--- config.mk ---
export PLATFORM = sky130hd
export DESIGN_NAME = duty_meas_ctrl
export DESIGN_NICKNAME = d
export VERILOG_FILES = /design/src/rtl/duty_meas_ctrl.sv
export SDC_FILE = /design/constraint.sdc
export NUM_CORES = 1
export LEC_CHECK = 0
export BUFFER_PORTS_ARGS = -buffer_cell sky130_fd_sc_hd__buf_2
export CAP_MARGIN = 30
export CORE_MARGIN = 2
export CORE_UTILIZATION = 50
export DETAILED_ROUTE_END_ITERATION = 16
export GPL_TIMING_DRIVEN = 0
export PLACE_DENSITY_LB_ADDON = 0.2
export SLEW_MARGIN = 25
export SYNTH_ARGS = -nofsm -noshare
export SYNTH_HDL_FRONTEND = slang
export SYNTH_SLANG_ARGS = --single-unit
export TNS_END_PERCENT = 30
--- constraint.sdc ---
create_clock -name clk -period 5.4 [get_ports clk]
set_clock_uncertainty 0.2 [all_clocks]
set_input_delay 0.27 -clock clk [delete_from_list [all_inputs] [get_ports clk]]
set_output_delay 0.27 -clock clk [all_outputs]
set_load 0.03 [all_outputs]
--- src/rtl/duty_meas_ctrl.sv ---
// Duty-cycle / period measurement sequencer: syncs sig, gates on rising edges, counts N periods.
// Optional continuous back-to-back windows when DUTY_CONTINUOUS_EN is defined (adds port cont).
module duty_meas_ctrl #(
  parameter int unsigned CW = 32,
  parameter int unsigned NW = 8
) (
  input  logic          clk,
  input  logic          rst,
  input  logic          start,
  input  logic [NW-1:0] n_periods,
  input  logic [CW-1:0] timeout_cyc,
  input  logic          sig,
`ifdef DUTY_CONTINUOUS_EN
  input  logic          cont,
`endif
  output logic          busy,
  output logic          valid,
  output logic [CW-1:0] out_high,
  output logic [CW-1:0] out_T,
  output logic          timeout_err
);

  typedef enum logic [1:0] {StIdle, StArm, StGate} state_e;

  state_e        state_q, state_d;
  logic          s1_q, s2_q, s3_q;
  logic [CW-1:0] cnt_t_q, cnt_t_d, cnt_h_q, cnt_h_d;
  logic [CW-1:0] wd_q, wd_d, to_q, to_d;
  logic [CW-1:0] out_t_q, out_t_d, out_h_q, out_h_d;
  logic [NW-1:0] per_q, per_d, n_q, n_d;
  logic          valid_q, valid_d, terr_q, terr_d;

  logic          rise, wd_exp, last;
  logic [NW:0]   per_inc;

  function automatic logic [CW-1:0] sat_inc(input logic [CW-1:0] v, input logic en);
    return (en && (v != '1)) ? v + CW'(1) : v;
  endfunction

  assign rise    = s2_q & ~s3_q;
  assign per_inc = {1'b0, per_q} + (NW+1)'(1);
  assign last    = (per_inc == {1'b0, n_q});
  // A rise in the same cycle always beats watchdog expiry.
  assign wd_exp  = (to_q != '0) && (wd_q == to_q - CW'(1)) && !rise;

  always_comb begin
    state_d = state_q;
    cnt_t_d = cnt_t_q;
    cnt_h_d = cnt_h_q;
    wd_d    = wd_q;
    to_d    = to_q;
    per_d   = per_q;
    n_d     = n_q;
    out_t_d = out_t_q;
    out_h_d = out_h_q;
    valid_d = 1'b0;
    terr_d  = 1'b0;
    unique case (state_q)
      StIdle: begin
        if (start) begin
          n_d     = (n_periods == '0) ? NW'(1) : n_periods;
          to_d    = timeout_cyc;
          wd_d    = '0;
          state_d = StArm;
        end
      end
      StArm: begin
        if (rise) begin
          cnt_t_d = CW'(1);
          cnt_h_d = CW'(1);
          per_d   = '0;
          wd_d    = '0;
          state_d = StGate;
        end else if (wd_exp) begin
          terr_d  = 1'b1;
          state_d = StIdle;
        end else begin
          wd_d = wd_q + CW'(1);
        end
      end
      StGate: begin
        if (rise && last) begin
          out_t_d = cnt_t_q;
          out_h_d = cnt_h_q;
          valid_d = 1'b1;
          state_d = StIdle;
`ifdef DUTY_CONTINUOUS_EN
          // Terminating rise doubles as the opening rise of the next window.
          if (cont) begin
            state_d = StGate;
            cnt_t_d = CW'(1);
            cnt_h_d = CW'(1);
            per_d   = '0;
            wd_d    = '0;
          end
`endif
        end else if (rise) begin
          per_d   = per_q + NW'(1);
          cnt_t_d = sat_inc(cnt_t_q, 1'b1);
          cnt_h_d = sat_inc(cnt_h_q, 1'b1);
          wd_d    = '0;
        end else if (wd_exp) begin
          terr_d  = 1'b1;
          state_d = StIdle;
        end else begin
          cnt_t_d = sat_inc(cnt_t_q, 1'b1);
          cnt_h_d = sat_inc(cnt_h_q, s2_q);
          wd_d    = wd_q + CW'(1);
        end
      end
      default: state_d = StIdle;
    endcase
  end

  always_ff @(posedge clk) begin
    if (rst) begin
      state_q <= StIdle;
      s1_q    <= 1'b0;
      s2_q    <= 1'b0;
      s3_q    <= 1'b0;
      cnt_t_q <= '0;
      cnt_h_q <= '0;
      wd_q    <= '0;
      to_q    <= '0;
      per_q   <= '0;
      n_q     <= '0;
      out_t_q <= '0;
      out_h_q <= '0;
      valid_q <= 1'b0;
      terr_q  <= 1'b0;
    end else begin
      state_q <= state_d;
      s1_q    <= sig;
      s2_q    <= s1_q;
      s3_q    <= s2_q;
      cnt_t_q <= cnt_t_d;
      cnt_h_q <= cnt_h_d;
      wd_q    <= wd_d;
      to_q    <= to_d;
      per_q   <= per_d;
      n_q     <= n_d;
      out_t_q <= out_t_d;
      out_h_q <= out_h_d;
      valid_q <= valid_d;
      terr_q  <= terr_d;
    end
  end

  assign busy        = (state_q != StIdle);
  assign valid       = valid_q;
  assign timeout_err = terr_q;
  assign out_T       = out_t_q;
  assign out_high    = out_h_q;

endmodule

==> results of run 1 <==
## synth_stat cells, types with 3 or more instances
cell type                    n  area share
sky130_fd_sc_hd__inv_1      16      0.0057
sky130_fd_sc_hd__or3_1      41       0.024
sky130_fd_sc_hd__nor2_1     73       0.026
sky130_fd_sc_hd__xnor2_1    62       0.051
sky130_fd_sc_hd__nand2b_1    9      0.0053
sky130_fd_sc_hd__o211ai_1    7      0.0050
sky130_fd_sc_hd__nand2_1   273       0.097
sky130_fd_sc_hd__o21ai_0    58       0.027
sky130_fd_sc_hd__a41oi_1     3      0.0025
sky130_fd_sc_hd__a21oi_1   162       0.076
sky130_fd_sc_hd__a31oi_1    18       0.011
sky130_fd_sc_hd__clkbuf_1   72       0.025
sky130_fd_sc_hd__nor4b_1     4      0.0033
sky130_fd_sc_hd__buf_1       3      0.0011
sky130_fd_sc_hd__nor4_2      4      0.0047
sky130_fd_sc_hd__mux2i_1     3      0.0028
sky130_fd_sc_hd__a311oi_1    8      0.0066
sky130_fd_sc_hd__a22oi_1     3      0.0021
sky130_fd_sc_hd__nand3_1    46       0.022
sky130_fd_sc_hd__o31ai_1     5      0.0035
sky130_fd_sc_hd__and4_1     13       0.011
sky130_fd_sc_hd__and2_1      9      0.0053
sky130_fd_sc_hd__and3_1     31       0.018
sky130_fd_sc_hd__ha_1       10       0.012
sky130_fd_sc_hd__nand3b_1    8      0.0057
sky130_fd_sc_hd__a211oi_1    4      0.0028
sky130_fd_sc_hd__buf_2       8      0.0038
sky130_fd_sc_hd__nor3_1     48       0.023
sky130_fd_sc_hd__nor4_1     20       0.012
sky130_fd_sc_hd__xor2_1     25       0.021
sky130_fd_sc_hd__or4_1      12      0.0085
sky130_fd_sc_hd__nor2b_1     6      0.0035
sky130_fd_sc_hd__dfxtp_1   215        0.41
sky130_fd_sc_hd__nand4_1    32       0.019
## placed cells by master (no fill, tap or decap), drive strengths merged, types with 3 or more instances in the layout
cell	Yosys	final
a211oi	4	4
a21boi	3	3
a21oi	164	164
a22oi	3	3
a311oi	8	8
a31oi	18	18
a41oi	3	3
and2	10	10
and3	31	31
and4	14	14
buf	14	125
clkbuf	73	109
clkinv	0	4
dfxtp	215	215
dlygate4sd3	0	42
ha	10	10
inv	16	16
mux2i	3	3
nand2	273	273
nand2b	10	10
nand3	46	46
nand3b	8	8
nand4	33	33
nor2	74	74
nor2b	6	6
nor3	48	48
nor4	25	25
nor4b	4	4
o211ai	7	7
o21ai	60	60
o31ai	5	5
or3	41	41
or4	12	12
xnor2	62	62
xor2	25	25
## power by group through the flow
stage	clock [mW]	sequential, mW	combinational [mW]
detailed placement	0	1.67	0.351
global route	1.70	1.64	0.424
CTS	1.63	1.64	0.376
finish	1.61	1.64	0.384
global placement	0	1.67	0.345
floorplan	0	1.66	0.255
## worst register-to-register path, stage by stage, from the launching register on
cell	delay (ps)
sky130_fd_sc_hd__dfxtp_1	360
sky130_fd_sc_hd__inv_1	100
sky130_fd_sc_hd__ha_1	270
sky130_fd_sc_hd__nor3b_1	560
sky130_fd_sc_hd__and4_1	280
sky130_fd_sc_hd__clkbuf_1	310
sky130_fd_sc_hd__and4_1	270
sky130_fd_sc_hd__o221ai_1	120
sky130_fd_sc_hd__a2111o_1	440
sky130_fd_sc_hd__nor4_2	780
sky130_fd_sc_hd__clkbuf_1	520
sky130_fd_sc_hd__nor3_1	150
sky130_fd_sc_hd__xnor2_1	210
sky130_fd_sc_hd__nor2_1	70
## kinds of logic after synthesis
group,after synthesis,synth area share
flops,215,0.406
simple gates,642,0.298
fa+ha+maj,10,0.0118
mux,4,0.00389
buf+inv,103,0.0393
compound gates,306,0.169
xor+xnor,87,0.0719
## flip-flops by register name, summed over array words and instances, names as in the netlist
| name | count |
|---|---|
| n_q | 8 |
| out_T | 32 |
| cnt_h_q | 32 |
| valid | 1 |
| s2_q | 1 |
| to_q | 32 |
| wd_q | 32 |
| out_high | 32 |
| s3_q | 1 |
| s1_q | 1 |
| cnt_t_q | 32 |
| per_q | 8 |
| timeout_err | 1 |
| state_q | 2 |
## metal layers
layer  track usage  wire [um]  up-vias  share of wire
met3        0.0317       1520       79          0.050
met1         0.327      12800     4965           0.43
met5             0          0        -              0
met4        0.0957       1150        0          0.038
li1              -          -     5207              -
met2         0.467      14500      334           0.48
## cell type report
class / instances / area (um2) / area share
timing repair buffer: 153 / 978 / 0.0769
tap: 275 / 344 / 0.0270
sequential: 215 / 4300 / 0.338
clock inverter: 6 / 72.6 / 0.00570
buffer: 87 / 357 / 0.0280
clock buffer: 36 / 716 / 0.0563
inverter: 16 / 60.1 / 0.00472
multi-input combinational: 1049 / 5890 / 0.463
## how the worst min path moves through the flow
| stage | from | depth (start not counted) | end |
|---|---|---|---|
| final | start | 4 | state_q[1]$_SDFFE_PP0P_ |
| after global routing | start | 4 | state_q[1]$_SDFFE_PP0P_ |
| after CTS | start | 5 | state_q[0]$_SDFFE_PP0P_ |
| after detailed placement | s1_q$_SDFF_PP0_ | 1 | s2_q$_SDFF_PP0_ |
| after global placement | s1_q$_SDFF_PP0_ | 1 | s2_q$_SDFF_PP0_ |
| after floorplan | sig | 1 | s1_q$_SDFF_PP0_ |
## through the flow
step                cells  power, mW  worst slack (ps)  utilization
CTS                  1837       3.65               651        0.609
global placement     1751       2.02               791        0.550
global route         1837       3.76               298        0.609
detailed placement   1753       2.02               731        0.551
finish               1837       3.64               596        0.609
floorplan            1367       1.92              1640            -
==> run summary, run 1 <==
After the last flow step, the layout net total stands at 1600. The capturing element of the worst setup path is cnt_t_q[10]$_SDFFE_PP0P_. In this run the worst setup path begins at to_q[0]$_SDFFE_PP0P_. The analysis attributes to net switching a power of 0.922 mW.

Based on the critical path, the design can be clocked at up to 0.208 GHz. The total number of yosys warnings is 0. The largest fanout on the critical path is 10. Adding up every negative setup slack in the final design gives 0 ps.

In this run the horizontal extent of the chip is 150 um. The reg2reg setup slack is 600 ps. The clock passes through at most 3 buffers. The final cell area excluding filler cells is 0.0127 mm2. The total clock buffers created by CTS came out at 24. CTS built an H-tree with a depth of 1. The number of antenna violations at the first check in global routing came to 0.

The fraction of layout cells with a size suffix above 1 is 0.117. The tree is rooted in a sky130_fd_sc_hd__clkbuf_16. 0 antenna diodes ended up in the layout. The total die area came out at 0.0224 mm2. The layout has 1917 filler cells. The maximum VDD drop is ~0.00027 V. The post-synthesis area per instance is between 7 and 8 um2. The vertical extent of the die is between 100 and 150 um. The critical path capture point type is a flop. In this run, distinct cell masters in the synthesized netlist total between 70 and 80.

The total global routing track utilization is 0.263. Of the total power, combinational logic draws 0.106. After clock tree synthesis, the clock-pin slew on the worst setup and hold paths is 60 ps.

The initial utilization of the core area, before any placement, comes to 0.508. The number of clock sinks seen by CTS came out at between 200 and 250. From synthesis to final layout, the design area changed by 20.0%. The number of nets with antenna violations after routing came out at 0. The final hold violation count came out at 0. The synthesized design contains 0 enable-type register cells.

The final estimated routing congestion in global placement is 0.963. The cell-internal power came out at around 2.7 mW. The number of stages on the worst setup path is 13. The share of total power dissipated in the clock network is 0.444. Across the run, the number of max-cap violations was 0.

The total of flip-flops plus latches after synthesis came out at between 200 and 250. The category of the critical setup timing path is reg2reg. The tightest min-delay check is of the in2reg type. The headroom to the max-slew limit is 0.434.

After detailed routing, the number of vias per cell comes to 5.76. The worst-margin pin slew is around 840 ps. The sequential area share after synthesis is 0.406. The global-route wire length before repair is about 48000 um.

The total wire length after detailed routing came out at 30000 um. The power density over the cells is approximately 290 mW/mm2. For this run, the leading register cell type out of synthesis is sky130_fd_sc_hd__dfxtp_1. The cell area after synthesis came out at 0.0106 mm2. The number of gates resized after cts came out at 0. The data arrival time of the worst path is 4980 ps.

The sequential group share of total power is 0.450. For this run, design rule violations remaining after detail routing come to 0. The TritonCTS clock tree is built.

The I/O pin total is 111. Of the total power, the share spent switching nets is 0.254. Buffers added to address setup during post-CTS repair amount to 0. The worst path needs between 4000 and 5000 ps of the cycle, external delays included. The run finished with clean final reports. The floorplan core area is about 0.021 mm2. Among all stages on the critical path, the largest delay is contributed by sky130_fd_sc_hd__nor4_2. The endpoint required time on the critical path is 5580 ps. The final worst hold slack came out at 94.9 ps. The number of buffers inserted by hold repair at cts came out at 42. In this run the critical register-to-register path is captured at cnt_t_q[10]$_SDFFE_PP0P_.

For this run, the slowest stage of the critical path takes 780 ps. The fraction of registers with async set/reset came out at 0. Walking the worst path, the cells encountered are inv_1, ha_1, nor3b_1, and4_1, clkbuf_1, and4_1, o221ai_1, a2111o_1, nor4_2, clkbuf_1, nor3_1, xnor2_1, nor2_1. Setup violations remaining at the end of the flow were counted as 0. The length of the first detailed-routing pass in iterations came out at 5.

Dividing the final minimum period by the clock period gives 0.890. The via count of the first global-routing pass is 9870. The final routed wire length divided by cell count came out at 16.3 um.

The number of instances in the synthesized netlist came out at 1367. Port buffering added 109 buffers. The aggregate global routing overflow came out at 0. In this design, the largest share of critical-path delay is due to simple AND/OR/NAND/NOR gates. Detailed placement finished with a half-perimeter wire length of 21600 um. Setup repair after global routing left no endpoint under its margin. The floorplan has 53 rows. Across all layers, the routed design uses approximately 11000 vias. The DRC marker count from the first detailed-route iteration came out at approximately 760.

The logic depth of the worst register-to-register path is 13. The placed instances occupy a cell area of 0.0115 mm2. The clock latency at the later pin of the worst-skew pair is 530 ps. Together, buffers and inverters on the worst path number 3. The maximum number of pins on one net before global-route repair is 14. STA classifies the critical path startpoint as a flop.

The number of slew-limit violations in the final report came out at 0. The leakage power summed over all cells is 4.62 nW. The net count after synthesis came out at around 1400.

In this run the critical register-to-register path is launched from to_q[0]$_SDFFE_PP0P_.
Power figures use the tool's default switching activity.
==> inputs of run 2 (changes only) <==
--- a/config.mk
+++ b/config.mk
@@ -5,6 +5,7 @@
 export SDC_FILE = /design/constraint.sdc
 export NUM_CORES = 1
 export LEC_CHECK = 0
+export ABC_AREA = 1
 export BUFFER_PORTS_ARGS = -buffer_cell sky130_fd_sc_hd__buf_2
 export CAP_MARGIN = 30
 export CORE_MARGIN = 2
==> run 2 against run 1 <==
Core utilization decreased by 1.1 points. Via count is 22% higher. Cell count rose by 32%. Clock power increased by 5%. Power grew 8.8%. Sequential share of layout area shrank 4.0 points. Critical path depth stayed put. Critical endpoint is now out_T[31]$_SDFFE_PP0P_.
==> run summary, run 2 <==
The DRC marker count from the first detailed-route iteration came out at 889. 111 I/O pins were placed. The most numerous cell type found on the critical path is sky130_fd_sc_hd__nor2_1.

The fraction of the mapped netlist area in adder cells came out at 0.0102. The total area inside the core boundary comes to 0.0242 mm2. The longest clock path from root to sink contains 3 buffers. Yosys instantiated no cell more often than sky130_fd_sc_hd__nand2_1. For the finished layout, the period the worst path requires is 3340 ps.

Once detail routing completed, the nets flagged for antenna violations numbered 0. The final hold violation count is 0. The data arrival time of the worst path is 3620 ps. The number of max-cap violations is 0. In this run the cell area measured after placement is 0.0132 mm2. At the pin with the least slew margin, the transition time is a little over 800 ps. The logic depth of the worst register-to-register path came out at 13. For this run, the number of Yosys warnings is 0. By area the synthesized netlist is led by sky130_fd_sc_hd__dfxtp_1, sky130_fd_sc_hd__nand2_1, sky130_fd_sc_hd__nor2_1. 0 antenna diodes ended up in the layout. The share of synthesized area in the top cell type comes to 0.351. STA classifies the critical path startpoint as a flop. The run finished with clean final reports.

In the final design database the tool counted 2140 nets. By startpoint and endpoint, the worst setup path is classified as reg2reg. The worst-case IR drop observed on VDD is 0.000235 V. By area, the combinational part of the netlist is dominated by simple AND/OR/NAND/NOR gates. The cell area after synthesis came out at 0.0122 mm2. The width of the die is 161 um. The number of stages on the worst setup path is 13. The number of antenna violations at the first check in global routing came out at 0. For this run, the detailed router's first-pass iteration total came to 6. The post-synthesis cell type with the largest combined area is sky130_fd_sc_hd__dfxtp_1. The total clock buffers created by CTS came out at 25.

The sequential area share after synthesis came out at 0.351. For this run, design rule violations remaining after detail routing come to 0. The number of instances in the synthesized netlist came out at between 1500 and 2000.

Using the TritonRoute via totals, the vias-per-cell ratio works out to roughly 5.3. The area fraction in and, or, nand and nor cells after synthesis came out at 0.333. Setup slack on the worst reg-to-reg path comes out at between 2000 and 2500 ps. The number of synthesized flops with an enable pin came out at 0. The setup slack after layout is approximately 2100 ps.

The tightest min-delay check is of the reg2reg type. The total global routing track utilization is 0.296. The total via count after detailed routing came out at 12878. The switching portion of total power is 0.291.

The maximum number of pins on one net before global-route repair is 14. The post-synthesis area per instance came out at 6.42 um2. Along the worst path, the maximum fanout reaches 10. The final cell area excluding filler cells came out at 0.0145 mm2. In this design, the stage delay of the slowest critical-path cell is 660 ps. Setup repair after global routing left no endpoint under its margin. TritonCTS built the clock tree.

The area growth from synthesis to layout is 18.0%. The net switching power came out at 1.15 mW. The final worst hold slack is 195 ps.

The effective utilization at floorplan came out at 0.507. The total die area is 0.0258 mm2. After global routing the overflow that remains totals 0. The number of clock sinks seen by CTS is 215. The post-route fraction of the period consumed by the critical path came out at 0.619.

The share of total power dissipated in the clock network is 0.428. The XOR/XNOR share of the synthesized area came out at 0.0744. The net count after synthesis came out at ~2000.

The total of flip-flops plus latches after synthesis is 215. The maximum clock frequency came out at 0.299 GHz. The total power of the final layout came out at ~4 mW. The critical path's top delay family is buffers and inverters. The cell-internal power came out at about 2.8 mW.

The number of distinct standard cells referenced by the synthesized netlist is 33. The setup TNS came out at 0 ps. The CTS clock-pin slew for the worst setup and hold paths is 70 ps. The most common cell after layout, fill and taps aside is sky130_fd_sc_hd__nand2_1. STA puts the critical path data required time at 5680 ps. The number of gates resized after cts is 0. The total wire length after detailed routing is 38600 um. The share of power burned in combinational logic is 0.146. The fraction of layout cells with a size suffix above 1 came out at 0.0932. The number of slew-limit violations in the final report came out at 0.

The later pin in the worst-skew pair is clocked with a latency of 560 ps. Summed over all nets, the half-perimeter wirelength after detailed placement is 29000 um. For this run, the leading register cell type out of synthesis is sky130_fd_sc_hd__dfxtp_1. The via count of the first global-routing pass was between 10000 and 15000. The fraction of registers with async set/reset is 0. The number of failing setup endpoints in the final timing report came out at 0. The global-route wire length before repair came out at 62000 um.

The final routed wire length divided by cell count came out at ~16 um. The commonest cells after synthesis are sky130_fd_sc_hd__nand2_1, sky130_fd_sc_hd__nor2_1, sky130_fd_sc_hd__dfxtp_1. The complex-gate fraction of the synthesized area came out at 0.132. The row count is 57.

The slowest cell on the critical path is sky130_fd_sc_hd__clkbuf_1. The root buffer cell chosen for the clock tree is sky130_fd_sc_hd__clkbuf_16. The number of buffers inserted by port buffering is about 110. Of the post-synthesis cell area, the part taken by muxes is 0. The final estimated routing congestion in global placement is 0.986. The worst setup slack after placement is 2120 ps. The analysis attributes to cell leakage a power of 5.40 nW.

The filler cells instantiated in the layout total between 2000 and 2500. The power density over the cells came out at about 270 mW/mm2. The headroom to the max-slew limit came out at 0.448. The vertical extent of the die is 161 um. The sequential group share of total power came out at 0.426. CTS built an H-tree with a depth of 1.

The worst setup path is captured at a flop. The library cells used most frequently in the layout, excluding fill and tap cells, are sky130_fd_sc_hd__nand2_1, sky130_fd_sc_hd__nor2_1, sky130_fd_sc_hd__dfxtp_1, sky130_fd_sc_hd__inv_1, sky130_fd_sc_hd__a21oi_1. The buffer and inverter count on the worst path is 2. Traced cell by cell, the critical path runs through ha_1, nand4_1, nor2_1, nand2_1, nor2_1, nor2_1, nand2_1, nor2_1, nand4_1, clkbuf_1, clkbuf_1, o21ai_0, a21oi_1. The number of instances on the worst hold path is 2.
run 2: cell count changes in the layout (fill, tap and decap cells not counted), moves of 15 or more:
cell                       delta
sky130_fd_sc_hd__xnor2_1     -26
sky130_fd_sc_hd__clkbuf_1    -15
sky130_fd_sc_hd__xor2_1      +43
sky130_fd_sc_hd__o21ai_0     +58
sky130_fd_sc_hd__or3_1       -41
sky130_fd_sc_hd__and3_1      -31
sky130_fd_sc_hd__nor2_1     +215
sky130_fd_sc_hd__inv_1      +193
sky130_fd_sc_hd__nand3_1     +93
sky130_fd_sc_hd__nand2_1    +133
sky130_fd_sc_hd__a31oi_1     -18
sky130_fd_sc_hd__a21oi_1     +26
run 2: cells by family after synthesis:
kind of cell    Yosys count
simple gates            959
buf+inv                 301
flops                   215
xor+xnor                104
fa+ha+maj                10
compound gates          319
run 2: worst min-delay path, cell delays in order (launching register included):
cell and delay, ps:
sky130_fd_sc_hd__dfxtp_1 290, sky130_fd_sc_hd__inv_1 40, sky130_fd_sc_hd__nor2_1 30
run 2: layout make-up:
class	count	area, um2	area share
multi-input combinational	1392	6730	0.466
clock buffer	32	712	0.0493
sequential	215	4300	0.298
tap	324	405	0.0281
timing repair buffer	151	966	0.0668
buffer	82	392	0.0271
clock inverter	12	119	0.00823
inverter	219	822	0.0569
run 2: final timing paths:
path	startpoint	end
worst max register to register	per_q[0]$_SDFFE_PP0P_	out_T[31]$_SDFFE_PP0P_
worst min register to register	s1_q$_SDFF_PP0_	s2_q$_SDFF_PP0_
worst min-delay path	s1_q$_SDFF_PP0_	s2_q$_SDFF_PP0_
worst max-delay path	per_q[0]$_SDFFE_PP0P_	out_T[31]$_SDFFE_PP0P_
run 2: power by group through the flow:
stage                     Combinational, mW  Sequential (mW)  Clock, mW
after detailed placement              0.542             1.72          0
after CTS                             0.569             1.68       1.71
after floorplan                       0.400             1.70          0
final                                 0.578             1.68       1.69
after global routing                  0.654             1.69       1.76
after global placement                0.536             1.72          0
run 2: metal layers:
layer  up-vias  wire length (um)  track usage
met5         -                 0            0
met4         0              2390        0.164
met3       140              1870       0.0333
met2       385             17900        0.509
met1      5869             16400        0.362
li1       6484                 -            -
run 2: what timing repair did:
item | 4_1_cts | 5_1_grt
buffers inserted | 0 | 0
endpoints found under the hold margin | 42 | 0
hold buffers | 42 | 0
setup endpoints to repair | 0 | 0
run 2: stage by stage:
stage               utilization  std cells
floorplan                     -       1908
global placement          0.546       2341
detailed placement        0.546       2341
CTS                       0.598       2427
global route              0.598       2427
finish                    0.598       2427
==> inputs of run 3 (changes only) <==
==> constraint.sdc (replaced) <==
create_clock -name clk -period 3.45 [get_ports clk]
set_clock_uncertainty 0.2 [all_clocks]
set_input_delay 0.1725 -clock clk [delete_from_list [all_inputs] [get_ports clk]]
set_output_delay 0.1725 -clock clk [all_outputs]
set_load 0.03 [all_outputs]
==> run 3 against run 2 <==
Combinational power rose by 57%. Wire length fell by 0.24%. Worst setup slack lost 1800 ps. Die area did not move. Cell count hardly changed. Non-clock buffer count grew 1. Cell area about the same. Largest cell class unchanged. Highest routed layer unchanged.
==> run summary, run 3 (synthesized netlist as in run 2, its figures left out) <==
The flow ran to the end, and the final reports show no timing, DRC or antenna violations. In the finished design, the share of the clock period the worst path needs comes to 0.918. Setup repair after global routing left no endpoint under its margin. The startpoint identified for the worst register-to-register timing path is per_q[0]$_SDFFE_PP0P_. The delay of the slowest cell on the worst path came out at roughly 430 ps.

The maximum number of buffers from clock root to sink came out at 3. The number of DRC violations after detailed routing is 0. The number of clock sinks seen by CTS came out at approximately 220.

The maximum clock frequency is 0.316 GHz. The final hold violation count came out at 0. The buffer and inverter count on the worst path is 3.

The die is 161 um wide. The number of failing setup endpoints in the final timing report came out at 0. The number of nets with antenna violations after routing came out at 0. The final cell area excluding filler cells is between 0.01 and 0.015 mm2.

Traced cell by cell, the critical path runs through ha_1, nand4_1, nand2_1, inv_1, nand2_1, nand2_1, nor2_1, nand2_1, nor2_1, nand4_1, clkbuf_2, clkbuf_1, o21ai_0, a21oi_1. The total wire length after detailed routing came out at between 30000 and 40000 um. In this run the tightest slew margin relative to its limit is 0.452. The detailed router placed 12854 vias in this run. The global-route wire length before repair came out at between 60000 and 70000 um. The reg2reg setup slack is 280 ps. The setup slack after layout came out at 283 ps. Summed over all nets, the half-perimeter wirelength after detailed placement is 29000 um.

The number of max-cap violations is 0. The length of the first detailed-routing pass in iterations came out at 5. The final worst hold slack came out at slightly below 200 ps. The data arrival time of the worst path came out at around 3400 ps.

For this configuration, the core starts out at a cell density of 0.507. The critical hold path startpoint is s1_q$_SDFF_PP0_. The buffer type at the clock tree root is sky130_fd_sc_hd__clkbuf_16. The largest fanout on the critical path is 10. The path with the worst hold slack has its endpoint at s2_q$_SDFF_PP0_. The power density over the cells is 428 mW/mm2.

Buffers inserted during clock tree synthesis total 25. The fraction of layout cells with a size suffix above 1 came out at 0.0936. The vertical extent of the die came out at around 160 um. The post-synthesis to final-layout area growth came out at 18.1%. The number of antenna violations at the first check in global routing was 0.

The number of slew-limit violations in the final report came out at 0. The number of instances on the worst hold path is 2. The CTS clock-pin slew for the worst setup and hold paths is 70 ps. The number of buffers inserted by post-CTS setup repair came out at 0. The number of buffers inserted by port buffering is about 110. The critical path runs through a total of 14 cells. The worst-margin pin slew came out at 821 ps.

Clock latency on the worst-skew pair, taken at its later pin, is 550 ps. The terminus of the critical flop-to-flop path is out_T[26]$_SDFFE_PP0P_. The DRC marker count from the first detailed-route iteration is approximately 890.

The final estimated routing congestion in global placement is 0.986. Among all stages on the critical path, the largest delay is contributed by sky130_fd_sc_hd__dfxtp_1. The final routed wire length divided by cell count is 15.8 um. The clock period minus final worst setup slack came out at 3170 ps.

The worst setup path is launched from a flop. The leakage power summed over all cells came out at 5.41 nW. The via count of the first global-routing pass is 12408. The logic depth of the worst register-to-register path came out at 14. The TritonCTS clock tree is built. The I/O pin total is 111. After detailed routing, the number of vias per cell comes to 5.29.

The library cells used most frequently in the layout, excluding fill and tap cells, are sky130_fd_sc_hd__nand2_1, sky130_fd_sc_hd__nor2_1, sky130_fd_sc_hd__dfxtp_1, sky130_fd_sc_hd__inv_1, sky130_fd_sc_hd__a21oi_1. The aggregate global routing overflow came out at 0. Leaving out fill and tap cells, the most frequent cell in the layout is sky130_fd_sc_hd__nand2_1. The category of the critical setup timing path is reg2reg. The worst setup slack after placement is 169 ps.

The setup TNS is 0 ps. The critical path's top delay family is simple AND/OR/NAND/NOR gates. The placed instances occupy a cell area of 0.0132 mm2.

The critical path capture point type is a flop. The endpoint required time on the critical path came out at 3670 ps. The total global routing track utilization is 0.296.

The cell repeated most along the worst path is sky130_fd_sc_hd__nand2_1. The worst-case IR drop observed on VDD is 0.000367 V. The floorplan core area is 0.0242 mm2. The maximum number of pins on one net before global-route repair is 14. The tightest min-delay check is of the reg2reg type.

0 antenna diodes ended up in the layout. The total number of nets in the final design came out at 2141. The H-tree depth is 1.

The row count is 57. The die covers approximately 0.026 mm2.
==> run 3: changes by cell type in the layout (fill, tap and decap cells not counted), sizes merged <==
cell	before	now
dlygate4sd3	42	43
==> run 3: tightest hold or removal path, delay by kind of cell (launching register included) <==
family	cells	cell delay, ps
DFF	1	290
and+or+nand+nor	1	30
buffers and inverters	1	40
==> run 3: worst max-delay path by stage <==
| stage | from | end | slack, ps |
|---|---|---|---|
| 2_1_floorplan | to_q[0]$_SDFFE_PP0P_ | cnt_t_q[16]$_SDFFE_PP0P_ | 940 |
| 3_3_place_gp | per_q[0]$_SDFFE_PP0P_ | out_T[31]$_SDFFE_PP0P_ | 260 |
| 3_5_place_dp | per_q[0]$_SDFFE_PP0P_ | out_T[31]$_SDFFE_PP0P_ | 170 |
| 4_1_cts | per_q[0]$_SDFFE_PP0P_ | out_T[31]$_SDFFE_PP0P_ | 160 |
| 5_1_grt | per_q[0]$_SDFFE_PP0P_ | out_T[26]$_SDFFE_PP0P_ | 30 |
| 6_report | per_q[0]$_SDFFE_PP0P_ | out_T[26]$_SDFFE_PP0P_ | 280 |
==> run 3: timing repair <==
| action | in CTS | in global routing |
|---|---|---|
| endpoints found under the hold margin | 43 | 0 |
| resized for setup | 0 | 3 |
| hold buffers | 43 | 0 |
| endpoints found under the setup margin | 0 | 20 |
==> run 3: per-stage QoR <==
stage,util,cells,power (mW)
final,0.598,2428,6.18
after global placement,0.546,2341,3.53
after CTS,0.598,2428,6.20
after detailed placement,0.546,2341,3.54
after global routing,0.598,2428,6.43
after floorplan,-,1908,3.28
==> run 3: routing by layer <==
layer,global-route usage,wire length (um),up-vias,part of all wire
li1,-,-,6494,-
met5,0,0,-,0
met3,0.0333,1850,132,0.048
met2,0.510,18000,386,0.47
met1,0.361,16300,5842,0.42
met4,0.164,2270,0,0.059
==> run 3: where the power goes <==
part | internal [mW] | switching (mW)
Sequential | 2.55 | 0.0864
Combinational | 0.300 | 0.605
Clock | 1.54 | 1.10
==> run 3: layout make-up <==
| cell class | instances | area, um2 |
|---|---|---|
| Tap cell | 324 | 405 |
| Sequential cell | 215 | 4300 |
| Clock inverter | 12 | 119 |
| Inverter | 219 | 822 |
| Buffer | 82 | 393 |
| Clock buffer | 32 | 712 |
| Timing Repair Buffer | 152 | 976 |
| Multi-Input combinational cell | 1392 | 6730 |
| Fill cell | 2367 | 9710 |
